==> src/rtl/mbist_pkg.sv <==
// March C- definitions shared by the BIST controller and its helpers:
// element and op encodings, the FSM state type and the constant march table.
package mbist_pkg;

    localparam int NUM_ELEMS = 6;

    typedef enum logic [2:0] {
        ELEM_E0 = 3'd0,
        ELEM_E1 = 3'd1,
        ELEM_E2 = 3'd2,
        ELEM_E3 = 3'd3,
        ELEM_E4 = 3'd4,
        ELEM_E5 = 3'd5
    } elem_t;

    typedef enum logic [1:0] {
        OP_R0 = 2'd0,
        OP_R1 = 2'd1,
        OP_W0 = 2'd2,
        OP_W1 = 2'd3
    } op_t;

    typedef enum logic [1:0] {
        ST_IDLE = 2'd0,
        ST_RUN  = 2'd1,
        ST_WAIT = 2'd2,
        ST_DONE = 2'd3
    } state_t;

    // One march element: address direction, number of ops and the op list.
    typedef struct packed {
        logic       dir_up;
        logic [1:0] op_len;
        op_t        op0;
        op_t        op1;
    } elem_desc_t;

    // March C-: up(w0) up(r0,w1) up(r1,w0) down(r0,w1) down(r1,w0) up(r0)
    function automatic elem_desc_t march_table(input elem_t e);
        elem_desc_t d;
        case (e)
            ELEM_E0: d = '{dir_up: 1'b1, op_len: 2'd1, op0: OP_W0, op1: OP_W0};
            ELEM_E1: d = '{dir_up: 1'b1, op_len: 2'd2, op0: OP_R0, op1: OP_W1};
            ELEM_E2: d = '{dir_up: 1'b1, op_len: 2'd2, op0: OP_R1, op1: OP_W0};
            ELEM_E3: d = '{dir_up: 1'b0, op_len: 2'd2, op0: OP_R0, op1: OP_W1};
            ELEM_E4: d = '{dir_up: 1'b0, op_len: 2'd2, op0: OP_R1, op1: OP_W0};
            default: d = '{dir_up: 1'b1, op_len: 2'd1, op0: OP_R0, op1: OP_R0};
        endcase
        return d;
    endfunction

    function automatic logic op_is_write(input op_t op);
        return (op == OP_W0) || (op == OP_W1);
    endfunction

    // Data polarity of an op: 1 for r1/w1, 0 for r0/w0.
    function automatic logic op_value(input op_t op);
        return (op == OP_R1) || (op == OP_W1);
    endfunction

endpackage

==> src/rtl/mbist_addr_gen.sv <==
// Loadable up/down address counter for the march sequencer. last_addr flags
// the final address of the current direction (all-ones going up, zero going down).
module mbist_addr_gen #(
    parameter int address_bits = 4
) (
    input  logic                    clk,
    input  logic                    rst_n,
    input  logic                    load,
    input  logic [address_bits-1:0] load_val,
    input  logic                    step,
    input  logic                    up,
    output logic [address_bits-1:0] addr,
    output logic                    last_addr
);

    logic [address_bits-1:0] addr_reg;

    // Address register: load wins over step.
    always_ff @(posedge clk or negedge rst_n) begin
        if (!rst_n) begin
            addr_reg <= '0;
        end else if (load) begin
            addr_reg <= load_val;
        end else if (step) begin
            addr_reg <= up ? addr_reg + 1'b1 : addr_reg - 1'b1;
        end
    end

    assign addr      = addr_reg;
    assign last_addr = up ? (&addr_reg) : ~(|addr_reg);

endmodule

==> src/rtl/mbist_march_ctrl.sv <==
// March C- memory BIST controller. Issues one memory op per RUN cycle from an
// op pointer that always points at the next op to issue, waits RD_LAT cycles
// after each read, compares data_r and records the first miscompare.
module mbist_march_ctrl
    import mbist_pkg::*;
#(
    parameter int word_size    = 8,
    parameter int address_bits = 4,
    parameter int RD_LAT       = 1
) (
    input  logic                    clk,
    input  logic                    rst_n,
    input  logic                    start,
    output logic                    busy,
    output logic                    done,
    output logic                    fail,
    output logic [7:0]              err_cnt,
    output logic [2:0]              fail_elem,
    output logic [address_bits-1:0] fail_addr,
    output logic [word_size-1:0]    fail_exp,
    output logic [word_size-1:0]    fail_act,
    output logic                    mem_enable,
    output logic                    mem_RW,
    output logic [address_bits-1:0] mem_add,
    output logic [word_size-1:0]    mem_data_w,
    input  logic [word_size-1:0]    mem_data_r
);

    localparam int WCW = (RD_LAT > 1) ? $clog2(RD_LAT) : 1;
    localparam logic [WCW-1:0] WAIT_LAST = WCW'(RD_LAT - 1);
    localparam logic [address_bits-1:0] ADDR_MAX = {address_bits{1'b1}};

    state_t state_reg, state_next;

    // Op pointer: element, op index within element, address, and end flag.
    elem_t                   ptr_elem_reg;
    logic                    ptr_op_reg;
    logic                    ptr_end_reg;
    logic [address_bits-1:0] ptr_addr;
    logic                    ptr_last_addr;
    elem_desc_t              ptr_desc;
    op_t                     ptr_op;
    logic                    ptr_op_more;
    elem_t                   elem_next;

    logic                    ag_load, ag_step;
    logic [address_bits-1:0] ag_load_val;

    logic                    issue;
    logic                    busy_next, done_next;
    logic [WCW-1:0]          wait_cnt_reg;
    logic                    wait_last;
    logic                    cmp_fire;

    logic                    busy_reg, done_reg, mem_enable_reg, mem_rw_reg;
    logic [address_bits-1:0] mem_add_reg;
    logic [word_size-1:0]    mem_data_w_reg;
    logic [word_size-1:0]    exp_reg;
    elem_t                   rd_elem_reg;

    logic                    fail_reg;
    logic [7:0]              err_cnt_reg;
    logic [2:0]              fail_elem_reg;
    logic [address_bits-1:0] fail_addr_reg;
    logic [word_size-1:0]    fail_exp_reg, fail_act_reg;

    assign ptr_desc    = march_table(ptr_elem_reg);
    assign ptr_op      = ptr_op_reg ? ptr_desc.op1 : ptr_desc.op0;
    assign ptr_op_more = !ptr_op_reg && (ptr_desc.op_len == 2'd2);
    assign elem_next   = elem_t'(ptr_elem_reg + 3'd1);
    assign wait_last   = (wait_cnt_reg == WAIT_LAST);
    assign cmp_fire    = (state_reg == ST_WAIT) && wait_last;

    mbist_addr_gen #(
        .address_bits(address_bits)
    ) u_addr_gen (
        .clk      (clk),
        .rst_n    (rst_n),
        .load     (ag_load),
        .load_val (ag_load_val),
        .step     (ag_step),
        .up       (ptr_desc.dir_up),
        .addr     (ptr_addr),
        .last_addr(ptr_last_addr)
    );

    // FSM state register.
    always_ff @(posedge clk or negedge rst_n) begin
        if (!rst_n) begin
            state_reg <= ST_IDLE;
        end else begin
            state_reg <= state_next;
        end
    end

    // FSM next-state: writes chain straight into the next op, reads detour via WAIT.
    always_comb begin
        state_next = state_reg;
        case (state_reg)
            ST_IDLE: if (start) state_next = ST_RUN;
            ST_RUN: begin
                if (!mem_rw_reg)      state_next = ST_WAIT;
                else if (ptr_end_reg) state_next = ST_DONE;
                else                  state_next = ST_RUN;
            end
            ST_WAIT: begin
                if (wait_last) state_next = ptr_end_reg ? ST_DONE : ST_RUN;
            end
            default: state_next = ST_IDLE;
        endcase
    end

    // FSM outputs: next values of the registered status and command strobes.
    always_comb begin
        issue     = (state_next == ST_RUN);
        busy_next = (state_next == ST_RUN) || (state_next == ST_WAIT);
        done_next = (state_next == ST_DONE);
    end

    // Address generator control: step within an element, reload on element change, rewind after a run.
    always_comb begin
        ag_load     = 1'b0;
        ag_step     = 1'b0;
        ag_load_val = '0;
        if (state_reg == ST_DONE) begin
            ag_load = 1'b1;
        end else if (issue && !ptr_op_more) begin
            if (!ptr_last_addr) begin
                ag_step = 1'b1;
            end else if (ptr_elem_reg != ELEM_E5) begin
                ag_load     = 1'b1;
                ag_load_val = march_table(elem_next).dir_up ? '0 : ADDR_MAX;
            end
        end
    end

    // Op pointer advance on every issued op; rewound to E0 after the run.
    always_ff @(posedge clk or negedge rst_n) begin
        if (!rst_n) begin
            ptr_elem_reg <= ELEM_E0;
            ptr_op_reg   <= 1'b0;
            ptr_end_reg  <= 1'b0;
        end else if (state_reg == ST_DONE) begin
            ptr_elem_reg <= ELEM_E0;
            ptr_op_reg   <= 1'b0;
            ptr_end_reg  <= 1'b0;
        end else if (issue) begin
            if (ptr_op_more) begin
                ptr_op_reg <= 1'b1;
            end else begin
                ptr_op_reg <= 1'b0;
                if (ptr_last_addr) begin
                    if (ptr_elem_reg == ELEM_E5) ptr_end_reg  <= 1'b1;
                    else                         ptr_elem_reg <= elem_next;
                end
            end
        end
    end

    // Registered memory command and status; command fields hold outside RUN.
    always_ff @(posedge clk or negedge rst_n) begin
        if (!rst_n) begin
            busy_reg       <= 1'b0;
            done_reg       <= 1'b0;
            mem_enable_reg <= 1'b0;
            mem_rw_reg     <= 1'b0;
            mem_add_reg    <= '0;
            mem_data_w_reg <= '0;
            exp_reg        <= '0;
            rd_elem_reg    <= ELEM_E0;
        end else begin
            busy_reg       <= busy_next;
            done_reg       <= done_next;
            mem_enable_reg <= issue;
            if (issue) begin
                mem_rw_reg  <= op_is_write(ptr_op);
                mem_add_reg <= ptr_addr;
                if (op_is_write(ptr_op)) begin
                    mem_data_w_reg <= {word_size{op_value(ptr_op)}};
                end else begin
                    exp_reg     <= {word_size{op_value(ptr_op)}};
                    rd_elem_reg <= ptr_elem_reg;
                end
            end
        end
    end

    // Read latency counter, restarted on each entry into WAIT.
    always_ff @(posedge clk or negedge rst_n) begin
        if (!rst_n) begin
            wait_cnt_reg <= '0;
        end else if (state_reg == ST_WAIT && !wait_last) begin
            wait_cnt_reg <= wait_cnt_reg + 1'b1;
        end else begin
            wait_cnt_reg <= '0;
        end
    end

    // Result capture: cleared on start, first miscompare latched, error count saturates.
    always_ff @(posedge clk or negedge rst_n) begin
        if (!rst_n) begin
            fail_reg      <= 1'b0;
            err_cnt_reg   <= '0;
            fail_elem_reg <= '0;
            fail_addr_reg <= '0;
            fail_exp_reg  <= '0;
            fail_act_reg  <= '0;
        end else if (state_reg == ST_IDLE && start) begin
            fail_reg      <= 1'b0;
            err_cnt_reg   <= '0;
            fail_elem_reg <= '0;
            fail_addr_reg <= '0;
            fail_exp_reg  <= '0;
            fail_act_reg  <= '0;
        end else if (cmp_fire && (mem_data_r != exp_reg)) begin
            fail_reg <= 1'b1;
            if (err_cnt_reg != 8'hFF) err_cnt_reg <= err_cnt_reg + 8'd1;
            if (!fail_reg) begin
                fail_elem_reg <= rd_elem_reg;
                fail_addr_reg <= mem_add_reg;
                fail_exp_reg  <= exp_reg;
                fail_act_reg  <= mem_data_r;
            end
        end
    end

    assign busy       = busy_reg;
    assign done       = done_reg;
    assign fail       = fail_reg;
    assign err_cnt    = err_cnt_reg;
    assign fail_elem  = fail_elem_reg;
    assign fail_addr  = fail_addr_reg;
    assign fail_exp   = fail_exp_reg;
    assign fail_act   = fail_act_reg;
    assign mem_enable = mem_enable_reg;
    assign mem_RW     = mem_rw_reg;
    assign mem_add    = mem_add_reg;
    assign mem_data_w = mem_data_w_reg;

endmodule

==> config.mk <==
export PLATFORM = sky130hd
export DESIGN_NAME = mbist_march_ctrl
export DESIGN_NICKNAME = d
export VERILOG_FILES = /design/src/rtl/mbist_pkg.sv /design/src/rtl/mbist_addr_gen.sv /design/src/rtl/mbist_march_ctrl.sv
export SDC_FILE = /design/constraint.sdc
export NUM_CORES = 1
export LEC_CHECK = 0
export CAP_MARGIN = 20
export CORE_ASPECT_RATIO = 0.5
export CORE_MARGIN = 1
export CORE_UTILIZATION = 55
export DETAILED_ROUTE_END_ITERATION = 12
export PLACE_DENSITY = 0.84
export SLEW_MARGIN = 20
export SYNTH_ARGS = -nofsm -noshare
export SYNTH_HDL_FRONTEND = slang
export SYNTH_SLANG_ARGS = --single-unit
==> constraint.sdc <==
create_clock -name clk -period 4.25 [get_ports clk]
set_input_delay 0.85 -clock clk [delete_from_list [all_inputs] [get_ports clk]]
set_output_delay 0.85 -clock clk [all_outputs]
set_load 0.005 [all_outputs]
; ---- Word level (Yosys, flattened, before mapping)
; Index checks and enable logic that the tools add are counted.
[totals]
regBits = 57
mem_bits_ro = 0
elab_cells = 140
n_memories = 0
output_inout_bits = 48
in_bits = 11
latch_bits = 0
mem_bits_rw = 0
[classes]
bitwise = 3
n_lt_le_gt_ge = 0
eq_ne = 25
div_mod_pow = 0
n_mul = 0
mux = 59
add_sub_neg = 5
n_reduce_logical = 28
shift = 0
[ops]
columns = op, count
row1 = two-way mux 8 bit, 9
row2 = one-hot mux 7 bit (5 select lines), 2
row3 = two-way mux 4 bit, 11
row4 = two-way mux 7 bit, 4
row5 = two-way mux 3 bit, 8
row6 = two-way mux 1 bit, 19
row7 = "== test 2 bit, second input constant", 7
row8 = "== test 3 x 2 -> 1 bit, second input constant", 4
row9 = AND reduction 4 bit, 3
row10 = nonzero test 2 bit, 6
row11 = two-way mux 2 bit, 5
row12 = "== test 3 bit, second input constant", 3
row13 = "adder 8 x 1 -> 8 bit, second input constant", 1
row14 = != test 8 bit, 1
row15 = "!= test 8 bit, second input constant", 1
row16 = AND reduction 2 bit, 4
row17 = "== test 2 x 1 -> 1 bit, second input constant", 3
row18 = "== test 3 x 1 -> 1 bit, second input constant", 2
row19 = logical AND 1 bit, 6
row20 = zero test 3 bit, 2
row21 = one-hot mux 2 bit (3 select lines), 1
row22 = "adder 4 x 1 -> 4 bit, second input constant", 1
row23 = "!= test 2 x 1 -> 1 bit, second input constant", 2
row24 = OR reduction 4 bit, 1
row25 = 9 further kinds, 14

; ---- Logic depth before layout (Yosys ltp)
[depth]
depth_word = 14
mapped_depth = 10
ltp_nobuf = 10

; ---- By module
; A second synthesis with hierarchy kept.
[unflattened]
hier_cells = 278
hier_area_um2 = 2730.1
[modules_own_cells]
columns = module, n_inst, area_per_inst_um2, seq_area_each_um2, cells_per_inst
row1 = mbist_march_ctrl, 1, 2374.8, 1151.1, 243
row2 = mbist_addr_gen, 1, 355.3, 100.1, 35

; ---- Worst setup path after synthesis
; No wires, ideal clock.
[synth_timing]
path_type = reg-to-reg
start = register ptr_elem_reg[1]
end = register u_addr_gen.addr_reg[3] (netlist: u_addr_gen.addr[3])
required_time_ns = 4.127
arrival_ns = 2.583
path_slack_ns = 1.545
stages_incl_launch_ff = 11
n_path_buf = 0
setup_ns = 0.123
period_less_slack_ns = 2.705
cell_sequence = dfrtp_1 -> inv_1 -> ha_1 -> or4b_4 -> o21ai_2 -> ha_1 -> a21o_1 -> a21oi_1 -> xnor2_1 -> a211o_1 -> o221a_1
[synth_via]
elab_chain_cells = 13
word_cells_on_any_way = 39
cone_classes = add/sub (1) / eq/ne (10) / mux (22) / reduce/logical (6)
[synth_rtl]
columns = element, line
row1 = from (decl), mbist_march_ctrl.sv:36  ; elem_t ptr_elem_reg;
row2 = from (signal assigned), mbist_march_ctrl.sv:154  ; else ptr_elem_reg <= elem_next;
row3 = adder 3 x 1 -> 3 bit, mbist_march_ctrl.sv:70  ; assign elem_next = elem_t'(ptr_elem_reg + 3'd1);
row4 = == test 3 bit (tied with other cells), mbist_pkg.sv:41  ; case (e)
row5 = one-hot mux 7 bit (5 select lines), mbist_pkg.sv:41
row6 = two-way mux 7 bit, mbist_march_ctrl.sv:130  ; end else if (ptr_elem_reg != ELEM_E5) begin
row7 = two-way mux 7 bit, mbist_march_ctrl.sv:128  ; if (!ptr_last_addr) begin
row8 = two-way mux 7 bit, mbist_march_ctrl.sv:127  ; end else if (issue && !ptr_op_more) begin
row9 = two-way mux 7 bit, mbist_march_ctrl.sv:125  ; if (state_reg == ST_DONE) begin
row10 = two-way mux 4 bit, mbist_march_ctrl.sv:132  ; ag_load_val = march_table(elem_next).dir_up ? '0 : ADDR_MAX;
row11 = two-way mux 4 bit, mbist_march_ctrl.sv:130
row12 = two-way mux 4 bit, mbist_march_ctrl.sv:128
row13 = two-way mux 4 bit, mbist_march_ctrl.sv:127
row14 = two-way mux 4 bit, mbist_march_ctrl.sv:125
row15 = two-way mux 4 bit, mbist_addr_gen.sv:22  ; end else if (load) begin
row16 = to (signal assigned), mbist_addr_gen.sv:23  ; addr_reg <= load_val;
row17 = to (signal assigned), mbist_addr_gen.sv:25  ; addr_reg <= up ? addr_reg + 1'b1 : addr_reg - 1'b1;
row18 = to (decl), mbist_addr_gen.sv:16  ; logic [address_bits-1:0] addr_reg;
; Several ways; a longest one is shown, not always the timed one. The select of a mux whose other input is x is not followed.
; A chain may end at the register's enable or synchronous reset.

; ---- Worst setup path after layout
; Ends and elaborated chain as after synthesis.

==> results.toml <==
[timing]
timing.slew.headroom = 0.371
setup_viol = 0
fmax_mhz = 335
min_period_ps = 2990
worst_slew_pin_slew_ps = 943
clock_skew_ps = 8.43
final.setup.tns_ps = 0
finalHoldViolCount = 0
rsz0062_at_grt = "no"
fin_crit_sh = 0.703
slew_viol_final = 0

[global_routing]
first_global_vias = 2000
gr-usage-all-layers = 0.235
antenna_found_initial = 0
grt_start_max_net_pins = 39
grt_pass1_wl_mm = 9.34
grt_overflow = 0

[worst_hold_path]
hold_class = "primary input to asynchronous set/reset pin"

[yosys]
synth_area_leaders = "dfrtp_1 46%, ha_1 5.6%, nand2_1 4.3%"
synth.distinct_cells = 56
synth_top_area_frac = 0.463
synth_nets = 287
synth_top_area_cell = "dfrtp_1"
synth_warnings = 0
syn_inst = 263
synth_ff_type = "dfrtp_1"
synth-seq-area-share = 0.463
syn-cell-area_um2 = 2700
ys_seq_elements = 50
async_reset_ff_frac = 1.00
synth_edf_count = 0
synth.avg_cell_area_um2 = 10.3

[cells_and_area]
antennaDiodeCount = 0
fin_nets = 328
final_cell_area_um2 = 3300
layout_common_cells = "57 x clkdlybuf4s50_1, 50 x dfrtp_1, 31 x nand2_1, 17 x o21ai_0, 15 x nor2_1"
drive_above_1_share = 0.115
area_delta_synth_final_pct = 22.1
layout_commonest_cell = "clkdlybuf4s50_1"

[pwr]
ir_drop_uv = 455
p_leak_nw = 1.38
power_density_nw_per_um2 = 661

[clock_tree]
cts_max_path_buffers = 2
cts_hold_buf = 0
cts_resized = 0
clk_pin_slew_ps = 80
numCtsBuffers = 5
clk_latency_ps = 310
htree_levels = 2
cts_tree = "built"
postCtsSetupRepairBufs = 0
cts.sinks = 50
clockRootBuffer = "clkbuf_8"

[setup_path]
rrSetupSlack_ps = 1260
worstPathRequired_ps = 4450
startpoint = "ptr_elem_reg[1]"
cp-end-kind = "flop"
reg2reg_from = "ptr_elem_reg[1]"
cp.arrival_ps = 3180
reg2reg_to = "u_addr_gen.addr[3]"
reg2reg_depth = 10
crit_path_end = "u_addr_gen.addr[3]"
path_max_fanout = 8
start_kind = "flop"
criticalPathCategory = "flop to flop"

[floorplan]
num_rows = 17
io_pins = 59
start_util = 0.594
dieWidth_um = 101
dieArea_um2 = 5220
dieHeight_um = 51.6
core_area_um2 = 4550

[drt]
drtPass1Iterations = 4
num_vias = 2131
routedWlPerCell_um = 15.2
wl_mm = 5.63
drt_iter0_drc = 73
vias_per_cell = 5.76
drcViolationCount = 0
ant_nets = 0

[placement]
place_area_um2 = 3220
gp_congestion = 0.821
dpl.hpwl_mm = 4.12
port_buffers = 58

[outcome]
outcome = "complete, no violations"

[run]
maxCapViolCount = 0
## cell type report
cell class / count / area [um2]
multi-input cells: 177 / 1260
flip-flops and latches: 50 / 1250
fillers: 334 / 1250
repair buffers: 60 / 591
well taps: 66 / 82.6
clock buffers: 6 / 72.6
inverters: 10 / 37.5
clock inverters: 1 / 7.51
## critical path, cell delays in order, from the launching register on
cell and delay (ps):
dfrtp_1 430, inv_1 120, ha_1 290, or4b_4 560
o21ai_2 340, ha_1 310, a21o_1 180, a21oi_1 160
xnor2_1 100, a211o_1 280, o221a_1 110
## report_power, final
group          switching [W]  internal [W]
combinational       0.000494      0.000617
clock               0.000155      0.000113
sequential          0.000162      0.000641
total               0.000810       0.00137
## synth_stat cells, types with 2 or more instances
master,n
o21ai_0,17
nand4_1,4
nor2_1,15
mux2i_1,8
xnor2_1,2
buf_2,5
a211o_1,2
dfrtp_1,50
nor3_1,4
or3_1,6
buf_4,15
and4_1,2
nand2_1,31
ha_1,12
a311oi_1,3
o211ai_1,2
mux2_2,9
nand3_1,6
nand2b_1,2
o21a_1,4
a21oi_1,10
nor4_1,2
o22a_2,3
inv_1,10
o31ai_1,3
clkbuf_1,6
## per-stage QoR
step	hold WS, ps	setup slack, ps	std cells	utilization	total power [W]
6_report	417	1260	370	0.725	0.00218
4_1_cts	423	1270	370	0.724	0.00218
3_3_place_gp	458	1180	363	0.706	0.00185
5_1_grt	422	1060	370	0.725	0.00235
3_5_place_dp	469	1010	363	0.706	0.00192
2_1_floorplan	444	1540	263	-	0.00150
## per-layer routing
metal | global-route usage | share of wire
met2 | 0.421 | 0.50
met4 | 0.0676 | 0.011
met5 | 0 | 0
met1 | 0.297 | 0.45
met3 | 0.0430 | 0.037
## how the worst min path moves through the flow
stage                         startpoint                  to
after CTS                          rst_n  u_addr_gen.addr[0]
after detailed placement  rd_elem_reg[0]        fail_elem[0]
final                              rst_n  u_addr_gen.addr[0]
after global routing               rst_n          mem_add[0]
after global placement    rd_elem_reg[1]        fail_elem[1]
after floorplan           rd_elem_reg[0]        fail_elem[0]
## kinds of logic (layout without fill, tap and decap cells)
family                     after synthesis  after routing  synth area share
DFF                                     50             50             0.463
xor gates and xnor gates                 3              3           0.00972
adders and majority gates               13             13            0.0630
buffers and inverters                   36             77            0.0731
and+or+nand+nor                         82             82             0.155
AOI/OAI and AO/OA                       61             61             0.168
muxes                                   17             17            0.0671
other                                    1              1           0.00139
(Power assumes the default switching activity.)
